$ cat src/rtl/timer_pkg.sv
// timer_pkg: register offsets, MMIO FSM encoding and strobe/hold timing shared by the timer and its bus interface.
package timer_pkg;
    localparam logic [7:0] OFF_CTRL       = 8'h00;
    localparam logic [7:0] OFF_MTIMECMP_L = 8'h04;
    localparam logic [7:0] OFF_MTIMECMP_H = 8'h08;
    localparam logic [7:0] OFF_MTIME_L    = 8'h0C;
    localparam logic [7:0] OFF_MTIME_H    = 8'h10;
    localparam logic [7:0] OFF_STATUS     = 8'h14;
    localparam logic [1:0] S_IDLE   = 2'd0;
    localparam logic [1:0] S_STROBE = 2'd1;
    localparam logic [1:0] S_HOLD   = 2'd2;
    localparam logic [1:0] S_ACK    = 2'd3;
    localparam int STROBE_CYCLES = 2;
    localparam int HOLD_CYCLES   = 2;
    typedef enum logic [1:0] {SEL_NONE, SEL_EN, SEL_L, SEL_H} wsel_t;
endpackage

$ cat src/rtl/timer_mmio_if.sv
// timer_mmio_if: CPU register window onto the timer; writes are handed over as timed strobes,
// reads of the 64-bit counter are made atomic through a high-word shadow captured on the low read.
module timer_mmio_if
    import timer_pkg::*;
#(
    parameter int ADDR_W = 5
) (
    input  logic              CLK,
    input  logic              RST,
    input  logic              bus_req,
    input  logic              bus_we,
    input  logic [ADDR_W-1:0] bus_addr,
    input  logic [31:0]       bus_wdata,
    output logic              bus_ack,
    output logic              bus_err,
    output logic [31:0]       bus_rdata,
    output logic              en,
    output logic              wr_en,
    output logic              wr_mtimecmp_in_l,
    output logic              wr_mtimecmp_in_h,
    output logic [31:0]       mtimecmp_in_l,
    output logic [31:0]       mtimecmp_in_h,
    input  logic [31:0]       mtime_l,
    input  logic [31:0]       mtime_h,
    input  logic              timer_int
);
    logic [1:0]  state;
    logic        phase;
    wsel_t       sel, wsel;
    logic [31:0] shadow, rd_val;
    logic        hit_ctrl, hit_l, hit_h, hit_ml, hit_mh, hit_st, accept, is_err;

    always_comb begin
        hit_ctrl = bus_addr == ADDR_W'(OFF_CTRL);
        hit_l    = bus_addr == ADDR_W'(OFF_MTIMECMP_L);
        hit_h    = bus_addr == ADDR_W'(OFF_MTIMECMP_H);
        hit_ml   = bus_addr == ADDR_W'(OFF_MTIME_L);
        hit_mh   = bus_addr == ADDR_W'(OFF_MTIME_H);
        hit_st   = bus_addr == ADDR_W'(OFF_STATUS);
        accept   = state == S_IDLE && bus_req;
        is_err   = bus_we ? !(hit_ctrl || hit_l || hit_h)
                          : !(hit_ctrl || hit_l || hit_h || hit_ml || hit_mh || hit_st);
        wsel     = hit_ctrl ? SEL_EN : hit_l ? SEL_L : hit_h ? SEL_H : SEL_NONE;
        rd_val   = hit_ctrl ? {31'd0, en} :
                   hit_l    ? mtimecmp_in_l :
                   hit_h    ? mtimecmp_in_h :
                   hit_ml   ? mtime_l :
                   hit_mh   ? shadow :
                   hit_st   ? {31'd0, timer_int} : 32'd0;
    end

    assign bus_ack          = state == S_ACK;
    assign wr_en            = state == S_STROBE && sel == SEL_EN;
    assign wr_mtimecmp_in_l = state == S_STROBE && sel == SEL_L;
    assign wr_mtimecmp_in_h = state == S_STROBE && sel == SEL_H;

    always_ff @(posedge CLK) begin
        if (RST) begin
            state         <= S_IDLE;
            phase         <= 1'b0;
            sel           <= SEL_NONE;
            bus_err       <= 1'b0;
            bus_rdata     <= 32'd0;
            en            <= 1'b0;
            mtimecmp_in_l <= 32'hFFFF_FFFF;
            mtimecmp_in_h <= 32'hFFFF_FFFF;
            shadow        <= 32'd0;
        end else begin
            // response registers are loaded only on acceptance, so they read 0 outside ACK
            bus_rdata <= (accept && !bus_we && !is_err) ? rd_val : 32'd0;
            bus_err   <= accept && is_err;
            if (state == S_IDLE) begin
                if (bus_req) begin
                    if (bus_we && !is_err) begin
                        state <= S_STROBE;
                        phase <= 1'b0;
                        sel   <= wsel;
                        if (hit_ctrl) en <= bus_wdata[0];
                        if (hit_l) mtimecmp_in_l <= bus_wdata;
                        if (hit_h) mtimecmp_in_h <= bus_wdata;
                    end else begin
                        state <= S_ACK;
                    end
                    if (!bus_we && hit_ml) shadow <= mtime_h;
                end
            end else if (state == S_STROBE) begin
                state <= (phase == 1'(STROBE_CYCLES - 1)) ? S_HOLD : S_STROBE;
                phase <= (phase == 1'(STROBE_CYCLES - 1)) ? 1'b0 : phase + 1'b1;
            end else if (state == S_HOLD) begin
                state <= (phase == 1'(HOLD_CYCLES - 1)) ? S_ACK : S_HOLD;
                phase <= (phase == 1'(HOLD_CYCLES - 1)) ? 1'b0 : phase + 1'b1;
            end else begin
                state <= S_IDLE;
                sel   <= SEL_NONE;
            end
        end
    end
endmodule

$ cat config.mk
export PLATFORM = sky130hd
export DESIGN_NAME = timer_mmio_if
export DESIGN_NICKNAME = d
export VERILOG_FILES = /design/src/rtl/timer_pkg.sv /design/src/rtl/timer_mmio_if.sv
export SDC_FILE = /design/constraint.sdc
export NUM_CORES = 1
export LEC_CHECK = 0
export CAP_MARGIN = 5
export CORE_MARGIN = 3
export CORE_UTILIZATION = 55
export CTS_CLUSTER_SIZE = 14
export DETAILED_ROUTE_END_ITERATION = 8
export DONT_BUFFER_PORTS = 1
export PLACE_DENSITY = 0.72
export SLEW_MARGIN = 20
export SYNTH_ARGS = -nofsm -noshare
export SYNTH_HDL_FRONTEND = slang
export SYNTH_SLANG_ARGS = --single-unit
$ cat constraint.sdc
create_clock -name CLK -period 2.83 [get_ports CLK]
set_input_delay 0.4245 -clock CLK [delete_from_list [all_inputs] [get_ports CLK]]
set_output_delay 0.4245 -clock CLK [all_outputs]
set_load 0.01 [all_outputs]
-- Word level (Yosys, flattened, before mapping)
Index checks and enable logic that the tools add are counted.
- add/sub/neg operators: 1
- equality and inequality tests: 15
- muxes and demuxes: 28
- bitwise logic cells: 1
- reduce and logical (&&, ||, !) cells: 29
- operator list (operator ; count):
    $mux W32 ; 4
    $mux W2 ; 14
    $reduce_and A4 Y1 ; 4
    $eq A5 B4 Y1 const B ; 2
    $eq A5 B5 Y1 const B ; 2
    $mux W1 ; 10
    $logic_and A1 B1 Y1 ; 9
    $eq A2 B2 Y1 const B ; 4
    $reduce_and A3 Y1 ; 2
    $eq A5 B3 Y1 const B ; 1
    $logic_not A5 Y1 ; 1
    $logic_or A1 B1 Y1 ; 5
    $eq A2 B1 Y1 const B ; 2
    $logic_not A1 Y1 ; 4
    $ne A2 B1 Y1 const B ; 2
    $ne A2 B2 Y1 const B ; 2
    $reduce_bool A3 Y1 ; 1
    $reduce_or A3 Y1 ; 1
    $logic_not A2 Y1 ; 1
    $reduce_or A2 Y1 ; 1
    $add A1 B1 Y1 const B ; 1
    $not A1 Y1 ; 1
- bits in registers: 135
- input bits: 106
- output and inout port bits: 102
- word-level logic and storage cells: 84

-- Longest topological paths before layout
- word-level depth: 13
- depth in mapped cells: 9
- depth with buffers taken out: 6

-- Worst setup path before layout
Ideal clock, no wire load.
- path type: in2reg
- start point: input bus_addr[1]
- end point: register mtimecmp_in_l[30]
- setup time: 0.120 ns
- data arrival time: 1.753 ns
- data required time: 2.710 ns
- slack: 0.957 ns
- stages on the path: 6
- path buffers: 2
- cells stage by stage: or3_1 > buf_2 > nor3_4 > buf_6 > nor2b_1 > a211o_1
- longest elaborated chain between the ends: 11
- elaborated cells on any way between the ends: 17
- those cells by class: eq/ne: 5; mux: 1; reduce/logical: 11
- ends and longest elaborated chain (element ; RTL line ; text):
    start: declaration ; timer_mmio_if.sv:12 ; input logic [ADDR_W-1:0] bus_addr,
    $eq A5 B3 Y1 / $logic_not A5 Y1 (equally long branches) ; timer_mmio_if.sv:35, timer_mmio_if.sv:34 ;
    $logic_or A1 B1 Y1 (2 in series) ; timer_mmio_if.sv:41, timer_mmio_if.sv:42 ;
    $logic_or A1 B1 Y1 (3 in series) ; timer_mmio_if.sv:42 ; : !(hit_ctrl || hit_l || hit_h || hit_ml || hit_mh || hit_st);
    $logic_not A1 Y1 ; timer_mmio_if.sv:42 ;
    $mux W1 ; timer_mmio_if.sv:41 ; is_err = bus_we ? !(hit_ctrl || hit_l || hit_h)
    $logic_not A1 Y1 ; timer_mmio_if.sv:74 ; if (bus_we && !is_err) begin
    $logic_and A1 B1 Y1 ; timer_mmio_if.sv:74 ;
    $reduce_and A4 Y1 (no line) (*) ; n/a ;
    end signal: assignment ; timer_mmio_if.sv:79 ; if (hit_l) mtimecmp_in_l <= bus_wdata;
    end: declaration ; timer_mmio_if.sv:21 ; output logic [31:0] mtimecmp_in_l,
Mark *: on every way between the ends. The rest lies on a longest branch, timed or not.
A chain may end at the register's enable or synchronous reset.

-- Final worst setup path
- start point: register state[0]
- end point: register mtimecmp_in_l[13]
- longest elaborated chain between the ends: 2
- ends and longest elaborated chain (element ; RTL line ; text):
    start: declaration ; timer_mmio_if.sv:27 ; logic [1:0] state;
    start signal: assignment ; timer_mmio_if.sv:87 ; state <= (phase == 1'(STROBE_CYCLES - 1)) ? S_HOLD : S_STROBE;
    start signal: assignment ; timer_mmio_if.sv:90 ; state <= (phase == 1'(HOLD_CYCLES - 1)) ? S_ACK : S_HOLD;
    $logic_not A2 Y1 ; timer_mmio_if.sv:72 ; if (state == S_IDLE) begin
    $reduce_and A4 Y1 (no line) ; n/a ;
Every way passes these cells.

==> reports/results.tsv <==
stage	metric	value	unit
outcome	status	completed	
setup_path	RR Endpoint	mtimecmp_in_l[13]	
synth	#FFs+latches synth	135	
setup_path	reg2reg path depth	7	
setup_path	Reg2Reg Setup Slack	730	ps
die	die width	108	um
final_layout	FILL cells	850	
cts	Clock Tree Buf Depth	2	
placed_design	IO buf count	0	
setup_path	Worst R2R Start	state[0]	
synth	Synth Area in Compound Gates	19.0	%
cts	CTS resizes	0	
setup_path	CP max stage delay	420	ps
setup_path	CP max stage cell	buf_4	
final_layout	ratio of cells with drive above 1 in the final layout	8.97	%
cts	CTS Sinks	135	
setup_path	Crit. End Element	flop	
synth	synth warn	0	
die	core area	9910	um^2
global_route	vias in the first global route	4878	
final_layout	antenna cells	0	
worst_hold_path	Hold Crit Class	input port to flop	
cts	Skew-Pair Late Insertion Delay	520	ps
sta	Worst slew margin	46.1	%
placed_design	DP Wirelength	11000	um
synth	post-synthesis mux area share	2.46	%
synth	Synth Area in Adders	0.877	%
setup_path	Worst Setup Start Kind	flop	
final_layout	final instance area	6440	um^2
sta	actual slew at the worst max-slew pin	806	ps
power_and_ir_drop	Pleak	2.31	nW
setup_path	Setup CP Type	flop to flop	
setup_path	critical path, cell by cell	inv_1 -> ha_1 -> nand3_1 -> nor3_4 -> buf_4 -> nor2b_1 -> a211o_1	
global_route	largest net degree at the start of global routing	49	
final_layout	most frequent cells in the layout	nand2_1, dfxtp_1, o21ai_0	
final_layout	most common cell after layout, fill and taps aside	nand2_1	
sta	max-slew violation count	0	
sta	Final period util	74.4	%
cts	htree depth	4	
synth	Synth Area in Simple Gates	25.4	%
synth	Cell Area, Synth	5700	um^2
routing	detailed router's first-iteration violation count	436	
setup_path	CP endpoint	mtimecmp_in_l[13]	
global_route	GRT Overall Usage	28.9	%
cts	root buffer cell	clkbuf_8	
sta	endpoints failing setup	0	
sta	Final Hold Viols	0	
synth	synthesized instance count	670	
synth	top cells by area, synth	dfxtp_1, nand2_1, a211o_1	
sta	fin crit period	2100	ps
sta	Max Clock Freq	0.475	GHz
sta	RSZ-0062 raised after global routing	no	
power_and_ir_drop	overall power	4.54	mW
power_and_ir_drop	Pwr Density	704	nW/um^2
routing	routed len/inst	21.3	um
synth	Synth area leader	dfxtp_1	
synth	largest family of logic cells by synthesized area	simple AND/OR/NAND/NOR gates	
die	IO Count	208	
routing	vias per cell	6.08	
synth	share of Yosys cell area claimed by the top area cell type	47.4	%
routing	# DRC	0	
final_layout	Register Area	2700	um^2
synth	XOR/XNOR Fraction of Synth Area	0.154	%
cts	TritonCTS clock tree	done	
power_and_ir_drop	maximum vdd drop	497	uV
routing	ANT nets after route	0	
die	Starting Density	57.6	%
cts	total CTS buffers	17	
final_layout	multi-input logic area	2760	um^2
die	Die Y	108	um
synth	Post-synth EDFFs	0	
sta	Total Negative Setup Slacks	0	ps
setup_path	Worst Path Required	3230	ps
global_route	initial antenna violation count	0	
final_layout	area grow syn2layout	12.9	%
cts	setup bufs post-CTS	0	
setup_path	Worst Path Arrival	2510	ps
cts	clock slew at reported path FFs	60	ps
synth	dominant synthesized flop cell	dfxtp_1	
flow_run	Max-Cap Viols	0	
setup_path	CP startpoint	state[0]	
synth	ys async rst share	0	%
die	std cell rows	36	
global_route	total grt overflow	0	
final_layout	nets	766	
cts	hold-fix buffers at CTS	4	
synth	syn avg cell area	8.51	um^2
placed_design	Placed Instance Area	5780	um^2
routing	First-pass DRT Iterations	5	
placed_design	Placer Congestion	0.859	
synth	distinct cell type count after synthesis	40	
synth	sequential fraction of the synthesis area	47.4	%
setup_path	CP Max Fanout	42	
final_layout	final core utilization	65.0	%
sta	Setup Skew	7.52	ps
synth	Synth Net Count	780	
routing	Vias	4875	
routing	Post-Route WL	17100	um
global_route	first-pass GRT wire length	25900	um
die	DIE AREA	11600	um^2
-- synth_stat cells (2+ instances only) --
cell type / count
inv_1: 4
mux2_2: 8
buf_2: 8
nor2b_1: 34
o311ai_0: 2
clkbuf_1: 40
and3_1: 6
a211o_1: 34
nand3_1: 3
mux2i_1: 5
or2_2: 2
or3_1: 3
buf_6: 3
nand2b_1: 28
a21oi_1: 37
nor3_1: 2
nand2_1: 156
nor2_1: 18
a22oi_1: 31
buf_4: 3
nand3b_1: 32
o21ai_1: 3
o21ai_0: 47
a22o_1: 8
dfxtp_1: 135
ha_1: 4
-- metal layers --
metal	GRT usage [%]	vias to the layer above	part of all wire [%]
met5	0	-	0
met4	10.6	0	1.9
met3	9.96	27	11
met2	47.0	264	48
met1	35.5	2315	39
li1	-	2269	-
-- state kept, by name, indices dropped and copies added, names as in the netlist --
register / cells
bus_rdata: 32
sel: 2
bus_err: 1
shadow: 32
en: 1
phase: 1
state: 2
mtimecmp_in_h: 32
mtimecmp_in_l: 32
-- worst min-delay path by stage --
stage / from / to / slack (ps) / cells past startpoint
after global routing: bus_wdata[26] / mtimecmp_in_l[26] / 0.1 / 1
final: bus_wdata[24] / mtimecmp_in_l[24] / 20 / 1
after global placement: shadow[25] / shadow[25] / 430 / 2
after floorplan: shadow[0] / shadow[0] / 430 / 2
after detailed placement: shadow[0] / shadow[0] / 440 / 2
after CTS: RST / mtimecmp_in_l[31] / 1 / 1
-- report_power, final --
part,internal [mW],switching (mW)
Clock,1.45,0.771
Sequential,1.94,0.0421
Combinational,0.149,0.183
-- critical path, delay by kind of cell, from the launching register on --
family | cells | cell delay, ps
AO/OA/AOI/OAI | 1 | 290
AND/OR/NAND/NOR | 3 | 500
flip-flops | 1 | 350
buffers and inverters | 2 | 510
adder cells (fa/ha/maj) | 1 | 340
-- cells by family after synthesis --
| group | Yosys count |
|---|---|
| DFF | 135 |
| xor gates and xnor gates | 1 |
| muxes | 13 |
| adders and majority gates | 4 |
| AOI/OAI and AO/OA | 166 |
| and+or+nand+nor | 292 |
| buffers and inverters | 59 |
-- metrics by stage --
stage | std cells | worst slack [ps] | hold slack [ps]
after detailed placement | 765 | 666 | 439
final | 802 | 726 | 17.5
after CTS | 801 | 725 | 0.960
after global routing | 802 | 521 | 0.135
after global placement | 765 | 765 | 434
after floorplan | 670 | 957 | 427
-- cell type report --
cell class	instances	area share [%]
clock buffer	24	7.00
clock inverter	8	2.27
inverter	4	0.233
multi-input combinational	476	42.8
sequential	135	42.0
tap	133	2.58
timing repair buffer	22	3.11
Note: power is estimated with default switching activity, not from simulation.
